===== src/rtl/spi_slave_cfg.sv =====
// spi_slave_cfg: parametrised SPI slave with configurable width, mode, bit order and CRC-8
module spi_slave_cfg #(
  parameter int WIDTH = 8,
  parameter int CPOL = 0,
  parameter int CPHA = 0,
  parameter int MSB_FIRST = 1,
  parameter logic [7:0] CRC_POLY = 8'h07,
  parameter int SYNC_STAGES = 2
) (
  input  logic clk,
  input  logic rst,
  input  logic ena,
  input  logic spi_clk,
  input  logic spi_ss,
  input  logic spi_in,
  output logic spi_out,
  output logic spi_oe,
  input  logic [WIDTH-1:0] tx_data,
  input  logic tx_valid,
  output logic tx_ready,
  output logic [WIDTH-1:0] rx_data,
  output logic rx_valid,
  output logic [7:0] crc_out,
  input  logic crc_clr,
  output logic tx_underrun,
  output logic frame_abort,
  input  logic err_clr
);
  localparam int CW = $clog2(WIDTH);
  typedef enum logic {IDLE, ACTIVE} state_t;
  state_t state;
  logic [SYNC_STAGES-1:0] clk_sync, ss_sync, in_sync;
  logic clk_d, ss_d, sck, ss, sin, lead, trail, smp, sft, ss_fall, ss_rise, last, load;
  logic [CW-1:0] count;
  logic [WIDTH-1:0] rx_sr, rx_nxt, tx_sr, tx_shift, hold;
  logic [7:0] crc, crc_nxt;
  // pin synchronisers and edge history keep running while ena is low, so edges seen then are lost
  always_ff @(posedge clk or negedge rst)
    if (!rst) begin
      clk_sync <= {SYNC_STAGES{CPOL != 0}};
      ss_sync <= '1;
      in_sync <= '0;
      clk_d <= (CPOL != 0);
      ss_d <= 1'b1;
    end else begin
      clk_sync <= {clk_sync[SYNC_STAGES-2:0], spi_clk};
      ss_sync <= {ss_sync[SYNC_STAGES-2:0], spi_ss};
      in_sync <= {in_sync[SYNC_STAGES-2:0], spi_in};
      clk_d <= sck;
      ss_d <= ss;
    end
  assign sck = clk_sync[SYNC_STAGES-1];
  assign ss = ss_sync[SYNC_STAGES-1];
  assign sin = in_sync[SYNC_STAGES-1];
  assign lead = (CPOL != 0) ? (clk_d & ~sck) : (sck & ~clk_d);
  assign trail = (CPOL != 0) ? (sck & ~clk_d) : (clk_d & ~sck);
  assign smp = (CPHA != 0) ? trail : lead;
  assign sft = (CPHA != 0) ? lead : trail;
  assign ss_fall = ss_d & ~ss;
  assign ss_rise = ss & ~ss_d;
  assign last = count == CW'(WIDTH - 1);
  assign rx_nxt = (MSB_FIRST != 0) ? {rx_sr[WIDTH-2:0], sin} : {sin, rx_sr[WIDTH-1:1]};
  assign tx_shift = (MSB_FIRST != 0) ? {tx_sr[WIDTH-2:0], 1'b0} : {1'b0, tx_sr[WIDTH-1:1]};
  assign crc_nxt = {crc[6:0], 1'b0} ^ ((crc[7] ^ sin) ? CRC_POLY : 8'h00);
  assign spi_out = spi_oe & ((MSB_FIRST != 0) ? tx_sr[WIDTH-1] : tx_sr[0]);
  // CPHA=0 loads on select and one clk after each last sample (rx_valid high); CPHA=1 on each frame's first shift edge
  assign load = (state == IDLE) ? (ss_fall && CPHA == 0) : (!ss_rise && ((CPHA != 0) ? (sft && count == '0) : rx_valid));
  // frame FSM with shift registers, holding register, running CRC and sticky error flags
  always_ff @(posedge clk or negedge rst)
    if (!rst) begin
      state <= IDLE;
      count <= '0;
      rx_sr <= '0;
      tx_sr <= '0;
      hold <= '0;
      tx_ready <= 1'b1;
      rx_data <= '0;
      rx_valid <= 1'b0;
      crc <= '0;
      crc_out <= '0;
      spi_oe <= 1'b0;
      tx_underrun <= 1'b0;
      frame_abort <= 1'b0;
    end else if (ena) begin
      rx_valid <= 1'b0;
      if (err_clr) begin
        tx_underrun <= 1'b0;
        frame_abort <= 1'b0;
      end
      if (state == IDLE) begin
        if (ss_fall) begin
          state <= ACTIVE;
          spi_oe <= 1'b1;
          count <= '0;
          crc <= '0;
        end
      end else if (ss_rise) begin
        state <= IDLE;
        spi_oe <= 1'b0;
        count <= '0;
        crc <= '0;
        if (count != '0) frame_abort <= 1'b1;
      end else begin
        if (smp) begin
          rx_sr <= rx_nxt;
          crc <= crc_nxt;
          count <= last ? '0 : count + CW'(1);
          if (last) begin
            rx_data <= rx_nxt;
            rx_valid <= 1'b1;
            crc_out <= crc_clr ? 8'h00 : crc_nxt;
          end
        end
        // a shift edge at count 0 would discard the first bit of the freshly loaded word
        if (sft && count != '0) tx_sr <= tx_shift;
      end
      if (crc_clr) crc <= '0;
      if (load) begin
        tx_sr <= tx_ready ? '0 : hold;
        tx_ready <= 1'b1;
        if (tx_ready) tx_underrun <= 1'b1;
      end
      if (tx_valid && tx_ready) begin
        hold <= tx_data;
        tx_ready <= 1'b0;
      end
    end
endmodule


===== config.mk =====
export PLATFORM = sky130hd
export DESIGN_NAME = spi_slave_cfg
export DESIGN_NICKNAME = d
export VERILOG_FILES = /design/src/rtl/spi_slave_cfg.sv
export SDC_FILE = /design/constraint.sdc
export NUM_CORES = 1
export LEC_CHECK = 0
export ABC_AREA = 0
export CAP_MARGIN = 5
export CELL_PAD_IN_SITES_DETAIL_PLACEMENT = 1
export CELL_PAD_IN_SITES_GLOBAL_PLACEMENT = 2
export CORE_ASPECT_RATIO = 2
export CORE_MARGIN = 2
export CORE_UTILIZATION = 30
export CTS_BUF_LIST = sky130_fd_sc_hd__clkbuf_16
export DETAILED_ROUTE_END_ITERATION = 10
export DONT_BUFFER_PORTS = 1
export GPL_ROUTABILITY_DRIVEN = 1
export MAX_ROUTING_LAYER = met4
export PLACE_DENSITY = 0.68
export RECOVER_POWER = 25
export SLEW_MARGIN = 20
export SYNTH_ARGS = -nofsm -noshare
export SYNTH_HDL_FRONTEND = slang
export SYNTH_SLANG_ARGS = --single-unit

===== constraint.sdc =====
create_clock -name clk -period 5 [get_ports clk]
set_input_delay 0.25 -clock clk [delete_from_list [all_inputs] [get_ports clk]]
set_output_delay 0.25 -clock clk [all_outputs]
set_load 0.1 [all_outputs]

### Word-level counts from Yosys, hierarchy flattened

Cells that the tools add are included.

| cells by class | value |
|---|---|
| reduce and logical (&&, ||, !) cells | 18 |
| bitwise gates (word level) | 12 |
| equality and inequality tests | 5 |
| $add $sub $neg | 1 |
| multiplexer cells | 37 |

Operators with widths:

| operator | count |
|---|---|
| $mux 8 | 11 |
| $mux 1 | 20 |
| $mux 3 | 6 |
| $reduce_and 3->1 | 3 |
| $reduce_and 4->1 | 2 |
| $reduce_bool 2->1 | 4 |
| $xor 8x3->8 | 1 |
| $reduce_bool 3->1 | 2 |
| $and 1x1->1 | 5 |
| $not 1->1 | 5 |
| $reduce_and 5->1 | 1 |
| $ne 2x1->1 const B | 2 |
| $ne 4x2->1 const B | 1 |
| $reduce_and 2->1 | 2 |
| $add 3x1->3 const B | 1 |
| $eq 3x3->1 const B | 1 |
| $logic_and 1x1->1 | 3 |
| $ne 3x1->1 const B | 1 |
| $logic_not 1->1 | 1 |
| $xor 1x1->1 | 1 |

| storage, ports and cells | value |
|---|---|
| logic and storage cells | 91 |
| output and inout bits | 22 |
| register bits | 64 |

### Depth between registers and ports, before layout

Gate-level depths: netlist (run 1).

| logic depth | value |
|---|---|
| depth after elaboration | 7 |
| gate-level depth with buffers | 7 |
| mapped depth without buffers | 6 |

### Least setup slack after synthesis (run 1)

No wires, ideal clock.

| timing path | value |
|---|---|
| kind | register to output |
| start point | register spi_oe |
| end point | output spi_out |
| stages on the path, launching flop included | 2 |
| setup slack | 2962 ps |
| arrival | 1788 ps |
| path buffers | 0 |
| path through | dfrtp_1 and2_1 |

| on the way | value |
|---|---|
| word-level cells in the longest chain between the ends | 1 |

RTL lines:

| element | RTL line | source |
|---|---|---|
| from (decl) | 17 | `output logic spi_oe,` |
| from (signal assigned) | 81 | `spi_oe <= 1'b0;` |
| from (signal assigned) | 93 | `spi_oe <= 1'b1;` |
| from (signal assigned) | 99 | `spi_oe <= 1'b0;` |
| $and 1x1->1 | 65 | `assign spi_out = spi_oe & ((MSB_FIRST != 0) ? tx_sr[WIDTH-1] : tx_sr[0]);` |
| to (decl) | 16 | `output logic spi_out,` |

No other way between the ends.

### Final worst setup path (run 1)

| timing path | value |
|---|---|
| start point | register rx_valid |
| end point | register tx_ready |

| on the way | value |
|---|---|
| word-level cells in the longest chain between the ends | 4 |

RTL lines:

| element | RTL line | source |
|---|---|---|
| from (decl) | 22 | `output logic rx_valid,` |
| from (signal assigned) | 78 | `rx_valid <= 1'b0;` |
| from (signal assigned) | 85 | `rx_valid <= 1'b0;` |
| from (signal assigned) | 110 | `rx_valid <= 1'b1;` |
| $logic_and 1x1->1 | 67 | `assign load = (state == IDLE) ? (ss_fall && CPHA == 0) : (!ss_rise && ((CPHA != 0) ? (sft && count == '0) : rx ...` |
| $mux 1 | 67 |  |
| $reduce_bool 2->1 (no line) | n/a |  |
| $reduce_and 2->1 (no line) | n/a |  |
| to (signal assigned) | 76 | `tx_ready <= 1'b1;` |
| to (signal assigned) | 120 | `tx_ready <= 1'b1;` |
| to (signal assigned) | 125 | `tx_ready <= 1'b0;` |
| to (decl) | 20 | `output logic tx_ready,` |

No other way between the ends.
A chain may end at the register's enable or synchronous reset.

==> flow_metrics.tcl, run 1 <==
set metrics [dict create \
    status "completed" \
    yosys.cell_types.count 43 \
    cp.arrival_ns 2.98 \
    rsz0062_at_grt "no" \
    holdPathStages 1 \
    hp-class "in2reg" \
    finalCriticalPeriod_ns 2.71 \
    cp_slowest_cell "dfrtp_1" \
    yosys_warnings 0 \
    yosysTopAreaCell "dfrtp_1" \
    cts_inserted_buffers 9 \
    crit_type "reg2reg" \
    syn_nets 255 \
    via_per_inst 5.26 \
    ys_seq_area_frac 0.560 \
    clk-insertion-delay-late_ns 0.33 \
    synth_area_leaders "dfrtp_1, mux2_4, mux2_2" \
    slew_headroom 0.334 \
    dp_hpwl_um 4470 \
    fin_util 0.354 \
    synth_ff_type "dfrtp_1" \
    rows 50 \
    diodes 0 \
    antenna_found_initial 0 \
    synthCells 235 \
    core_sq_um 9320 \
    grtUsageTotal 0.147 \
    ant_nets 0 \
    htree_num_levels 3 \
    start_kind "flop" \
    max_stage_delay_ns 0.96 \
    wl_um 6520 \
    synth_area_sq_um 2870 \
    grt_pass1_wl_um 11000 \
    fillers 984 \
    crit_chain "mux2i_1, o22ai_2, a21oi_1, a31oi_1, dlygate4sd3_1" \
    r2r_cells 5 \
    fin_setup_tns_ns 0 \
    final_cell_mix "dfrtp_1, mux2_2, inv_1" \
    place_congestion 0.761 \
    cts_num_sinks 64 \
    drv_cap 0 \
    max_freq_mhz 369 \
    portBuffers 0 \
    async_flop_share 1.00 \
    drive_gt1_frac 0.217 \
    worstMarginPinSlew_ns 0.999 \
    worstPathRequired_ns 5.27 \
    peakVddDrop_mv 0.224 \
    final_max_slew_viol_count 0 \
    die_w_um 73.2 \
    hold_viol_final 0 \
    nNetsFinal 259 \
    first_pass_iters 4 \
    worst-path-max-fanout 11 \
    drc_errors 0 \
    initial_core_util 0.308 \
    fin_crit_sh 0.541 \
    clkTransAtPathRegs_ns 0.05 \
    cts.repair.resized 0 \
    leakage_nw 1.47 \
    synth_edf_count 0 \
    power_density_nw_per_um2 507 \
    dieArea_sq_um 10400 \
    setup_viol 0 \
    vias 1831 \
    grt-ovfl-total 0 \
    synth_area_per_cell_sq_um 12.2 \
    ys_ff_latch 64 \
    wire_per_inst_um 18.7 \
    area_growth_pct 14.9 \
    cts_tree "done" \
    cts_max_path_buffers 2 \
    layout_commonest_cell "dfrtp_1" \
    drtIter0Drc 108 \
    critPathCaptureType "flop" \
    ios 39 \
    root_buffer "clkbuf_16" \
    yosysTopAreaCellShare 0.523 \
    die_h_um 142 \
    grt_max_degree 65 \
    skew_ns 0.00558 \
    first_global_vias 2099 \
]
[area by class of cell]
class | instances | area, sq um | area share
clock inverters | 7 | 55.1 | 0.0167
multi-input cells | 144 | 1140 | 0.347
inverters | 13 | 48.8 | 0.0148
flip-flops and latches | 64 | 1610 | 0.487
clock buffers | 9 | 225 | 0.0683
well taps | 104 | 130 | 0.0395
repair buffers | 7 | 87.6 | 0.0266
[timing repair]
| action | in CTS | in global routing |
|---|---|---|
| setup endpoints to repair | 0 | 0 |
| setup buffers | 0 | 0 |
| endpoints found under the hold margin | 68 | 0 |
| hold buffers | 7 | 0 |
[per-stage QoR]
step | instance area (sq um) | hold WS (ns) | instances | setup WS (ns) | total power [mW]
floorplan | 2870 | -0.0456 | 235 | 2.96 | 1.01
global placement | 2920 | -0.0431 | 325 | 2.35 | 1.07
detailed placement | 2930 | -0.0434 | 325 | 2.59 | 1.08
CTS | 3300 | 0.00668 | 348 | 2.26 | 1.71
global route | 3300 | 0.0102 | 348 | 2.15 | 1.78
finish | 3300 | 0.0206 | 348 | 2.29 | 1.67
[critical path: cells and delay by family (launching register included)]
family	cells	cell delay (ns)
AOI/OAI and AO/OA	3	0.93
muxes	1	0.20
buffers and inverters	1	0.56
DFF	1	0.96
[path summary, 6_finish.rpt]
path                       startpoint    endpoint  slack (ns)
setup / recovery             rx_valid    tx_ready        2.29
hold / removal                crc_clr  crc_out[0]        0.02
setup reg to reg             rx_valid    tx_ready        2.29
hold reg to reg            in_sync[0]  in_sync[1]        0.35
max in group asynchronous         rst  ss_sync[0]        4.18
min in group asynchronous         rst  crc_out[6]        0.49
[synth_stat cells, types with 2 or more instances]
cell,number
nand3b_1,3
buf_4,2
buf_6,2
o221ai_1,2
o21ai_0,13
nor2_1,9
o31ai_1,2
nand2b_1,5
ha_1,3
dfrtp_1,60
nand4_1,8
nor2b_1,10
inv_1,13
buf_2,2
o211ai_1,2
nand2_1,10
a31oi_1,10
clkbuf_1,8
a21oi_1,9
o2bb2ai_1,2
mux2_2,17
mux2_4,13
dfstp_2,4
mux2i_1,7
[cell families after synthesis]
logic type | share of synthesized area
xor+xnor | 0.00305
simple gates | 0.118
mux | 0.159
fa+ha+maj | 0.0131
compound gates | 0.102
buf+inv | 0.0440
flops | 0.560
[per-layer routing]
metal,routed length (um),part of all wire,up-vias,global-route usage
met5,0,0,-,-
met4,148,0.023,0,0.0643
met3,251,0.039,13,0.0404
met2,3650,0.56,30,0.251
met1,2470,0.38,944,0.155
li1,-,-,844,-
[flip-flops by register name, summed over array words and instances, names as in the netlist]
register     flops
hold             8
tx_ready         1
clk_sync         2
in_sync          2
state            1
spi_oe           1
clk_d            1
rx_data          8
crc_out          8
rx_valid         1
frame_abort      1
tx_underrun      1
crc              8
ss_d             1
rx_sr            7
tx_sr            8
ss_sync          2
count            3
[report_power, final]
part	switching (mW)	internal (mW)	leakage, nW	total, mW
clock network	0.212	0.376	0.147	0.588
logic	0.147	0.138	0.521	0.284
registers	0.164	0.634	0.806	0.799
total	0.522	1.15	1.47	1.67
Power figures use the tool's default switching activity.
==> run 2: changes to the inputs <==
Settings changed: ABC_AREA 0 to 1, PLACE_DENSITY 0.68 to 0.73.
Clock period 5 ns to 2.8 ns, I/O delays scaled along.
==> run 2 against run 1 <==
  * Largest power group unchanged
  * Clock-buffer cell count unchanged
  * Non-clock buffer count up 21
  * Wire length down 6.1%
  * Worst hold slack improved by 0.0036 ns
  * Critical endpoint is now crc_out[3]
  * The run now ends with capacitance limit, slew limit left
  * Highest routed layer unchanged
  * Critical path depth is 2 higher
==> flow_metrics.tcl, run 2 <==
set metrics [dict create \
    cts_num_sinks 64 \
    final_cell_mix "nand2_1, dfrtp_1, inv_1, o21ai_0, buf_4" \
    synth_area_leaders "dfrtp_1, nand2_1, o21ai_0" \
    vias 2081 \
    rr_endpoint "crc_out[3]" \
    max_freq_mhz 578 \
    drtIter0Drc 70 \
    area_growth_pct 22.6 \
    setup_viol 0 \
    synth_edf_count 0 \
    power_density_nw_per_um2 901 \
    cp_slowest_cell "dfstp_2" \
    hold_buffers 14 \
    htree_num_levels 3 \
    status "complete, but fails checks" \
    violations "capacitance limit, slew limit" \
    finalCriticalPeriod_ns 1.73 \
    yosysTopAreaCell "dfrtp_1" \
    synth_area_sq_um 2770 \
    max_stage_delay_ns 0.54 \
    p_comb_frac 0.209 \
    grt_max_degree 65 \
    ios 39 \
    grt-ovfl-total 0 \
    first_global_vias 2343 \
    clk-insertion-delay-late_ns 0.33 \
    cts_tree "done" \
    leakage_nw 1.69 \
    r2r_cells 7 \
    worstMarginPinSlew_ns 1.60 \
    p_switching_mw 0.993 \
    r2r_setup_slack_ns 1.07 \
    fin_crit_sh 0.618 \
    multiInputGateArea_sq_um 982 \
    r2r-start "ss_d" \
    pwr-share-seq 0.410 \
    yosys.cell_types.count 23 \
    min-delay-start "tx_valid" \
    clock_power_share 0.380 \
    peakVddDrop_mv 0.719 \
    ys_ff_latch 64 \
    post-cts-setup-buffers 0 \
    skew_ns 0.00505 \
    fillers 1041 \
    cpMostUsedCell "nand2_2" \
    start_kind "flop" \
    async_flop_share 1.00 \
    first_pass_iters 4 \
    synth_common_cells "nand2_1, dfrtp_1, inv_1, o21ai_0, nor2_1" \
    rows 49 \
    root_buffer "clkbuf_16" \
    hold_viol_final 0 \
    synth_most_common_cell "nand2_1" \
    wl_um 6120 \
    clkTransAtPathRegs_ns 0.05 \
    crit_type "reg2reg" \
    path_buf_inv 1 \
    grt_pass1_wl_um 10700 \
    antenna_found_initial 0 \
    portBuffers 0 \
    worst-path-max-fanout 33 \
    critPathCaptureType "flop" \
    drive_gt1_frac 0.159 \
    drv_cap 1 \
    diodes 0 \
    worstPathRequired_ns 3.01 \
    die_w_um 71.9 \
    hold_end "hold[0]" \
    cts_inserted_buffers 9 \
    grtUsageTotal 0.144 \
    crit_chain "inv_2, nand2_2, nand2_2, nor2_4, nand2_4, nand2_1, o21ai_2" \
    dieArea_sq_um 10100 \
    fin_util 0.379 \
    seq_area_sq_um 1610 \
    critPathLaunch "ss_d" \
    syn_nets 330 \
    wire_per_inst_um 13.6 \
    place_congestion 0.730 \
    crit_family "simple AND/OR/NAND/NOR gates" \
    synth_ff_type "dfrtp_1" \
    synth_area_per_cell_sq_um 8.92 \
    yosys_warnings 0 \
    intPower_mw 2.06 \
    drc_errors 0 \
    nNetsFinal 362 \
    cp.arrival_ns 1.94 \
    initial_core_util 0.309 \
    cts.repair.resized 0 \
    synthCells 310 \
    ant_nets 0 \
    dp_hpwl_um 4280 \
    cts_max_path_buffers 2 \
    layout_commonest_cell "nand2_1" \
    core_sq_um 8950 \
    p_sw_frac 0.325 \
    rsz0062_at_grt "no" \
    yosysTopAreaCellShare 0.543 \
    fin_setup_tns_ns 0 \
    holdPathStages 3 \
    ys_seq_area_frac 0.581 \
    die_h_um 140 \
    final_max_slew_viol_count 65 \
    slew_headroom -0.0699 \
    hp-class "in2reg" \
    via_per_inst 4.63 \
]
-- run 2: cell types whose count changed after synthesis, moves of 10 or more --
cell | previous run | this run
a31oi_1 | 10 | 0
inv_1 | 13 | 31
mux2_2 | 17 | 0
mux2_4 | 13 | 0
nand2_1 | 10 | 120
nand3_1 | 1 | 11
nor2b_1 | 10 | 0
o21ai_0 | 13 | 31
o21ai_2 | 0 | 10
-- run 2: worst max path at each step --
| stage | end | cells after the start |
|---|---|---|
| 5_1_grt | tx_sr[7] | 2 |
| 2_1_floorplan | spi_out | 2 |
| 4_1_cts | crc_out[3] | 7 |
| 6_report | crc_out[3] | 7 |
| 3_3_place_gp | rx_data[7] | 7 |
| 3_5_place_dp | crc_out[0] | 7 |
-- run 2: routing by layer --
layer  wire length, um  vias up  track usage
li1                  -     1037            -
met1              2300      994        0.138
met2              3450       39        0.257
met3               217       11       0.0355
met4               148        0       0.0745
met5                 0        -            -
-- run 2: final cells by class --
| cell class | count | area share |
|---|---|---|
| Tap cell | 102 | 0.0376 |
| Sequential cell | 64 | 0.474 |
| Inverter | 33 | 0.0365 |
| Clock inverter | 7 | 0.0255 |
| Clock buffer | 9 | 0.0664 |
| Timing Repair Buffer | 28 | 0.0708 |
| Multi-Input combinational cell | 206 | 0.290 |
-- run 2: logic make-up (layout without fill, tap and decap cells) --
family                     after synthesis  in the layout  share of synthesized area
DFF                                     64             64                      0.581
adders and majority gates                3              3                     0.0136
and+or+nand+nor                        154            154                      0.235
buffers and inverters                   40             77                     0.0642
AOI/OAI and AO/OA                       49             49                      0.106
-- run 2: stage by stage --
stage | area [sq um] | worst slack (ns) | hold WS, ns | cells | power (mW)
2_1_floorplan | 2770 | 1.02 | -0.156 | 310 | 1.74
3_3_place_gp | 2950 | 1.14 | -0.154 | 419 | 1.87
3_5_place_dp | 2950 | 1.08 | -0.154 | 419 | 1.88
4_1_cts | 3410 | 1.03 | 0.0141 | 449 | 3.11
5_1_grt | 3390 | 0.773 | 0.0565 | 449 | 3.24
6_report | 3390 | 1.07 | 0.0242 | 449 | 3.05
-- run 2: worst min-delay path, delay by kind of cell --
| family | cells | cell delay, ns |
|---|---|---|
| simple gates | 3 | 0.18 |
-- run 2: power groups by stage --
stage / logic (mW) / clock network (mW) / registers (mW)
final: 0.640 / 1.16 / 1.25
after floorplan: 0.356 / 0 / 1.39
after detailed placement: 0.612 / 0 / 1.27
after CTS: 0.658 / 1.20 / 1.26
after global placement: 0.602 / 0 / 1.27
after global routing: 0.721 / 1.24 / 1.28
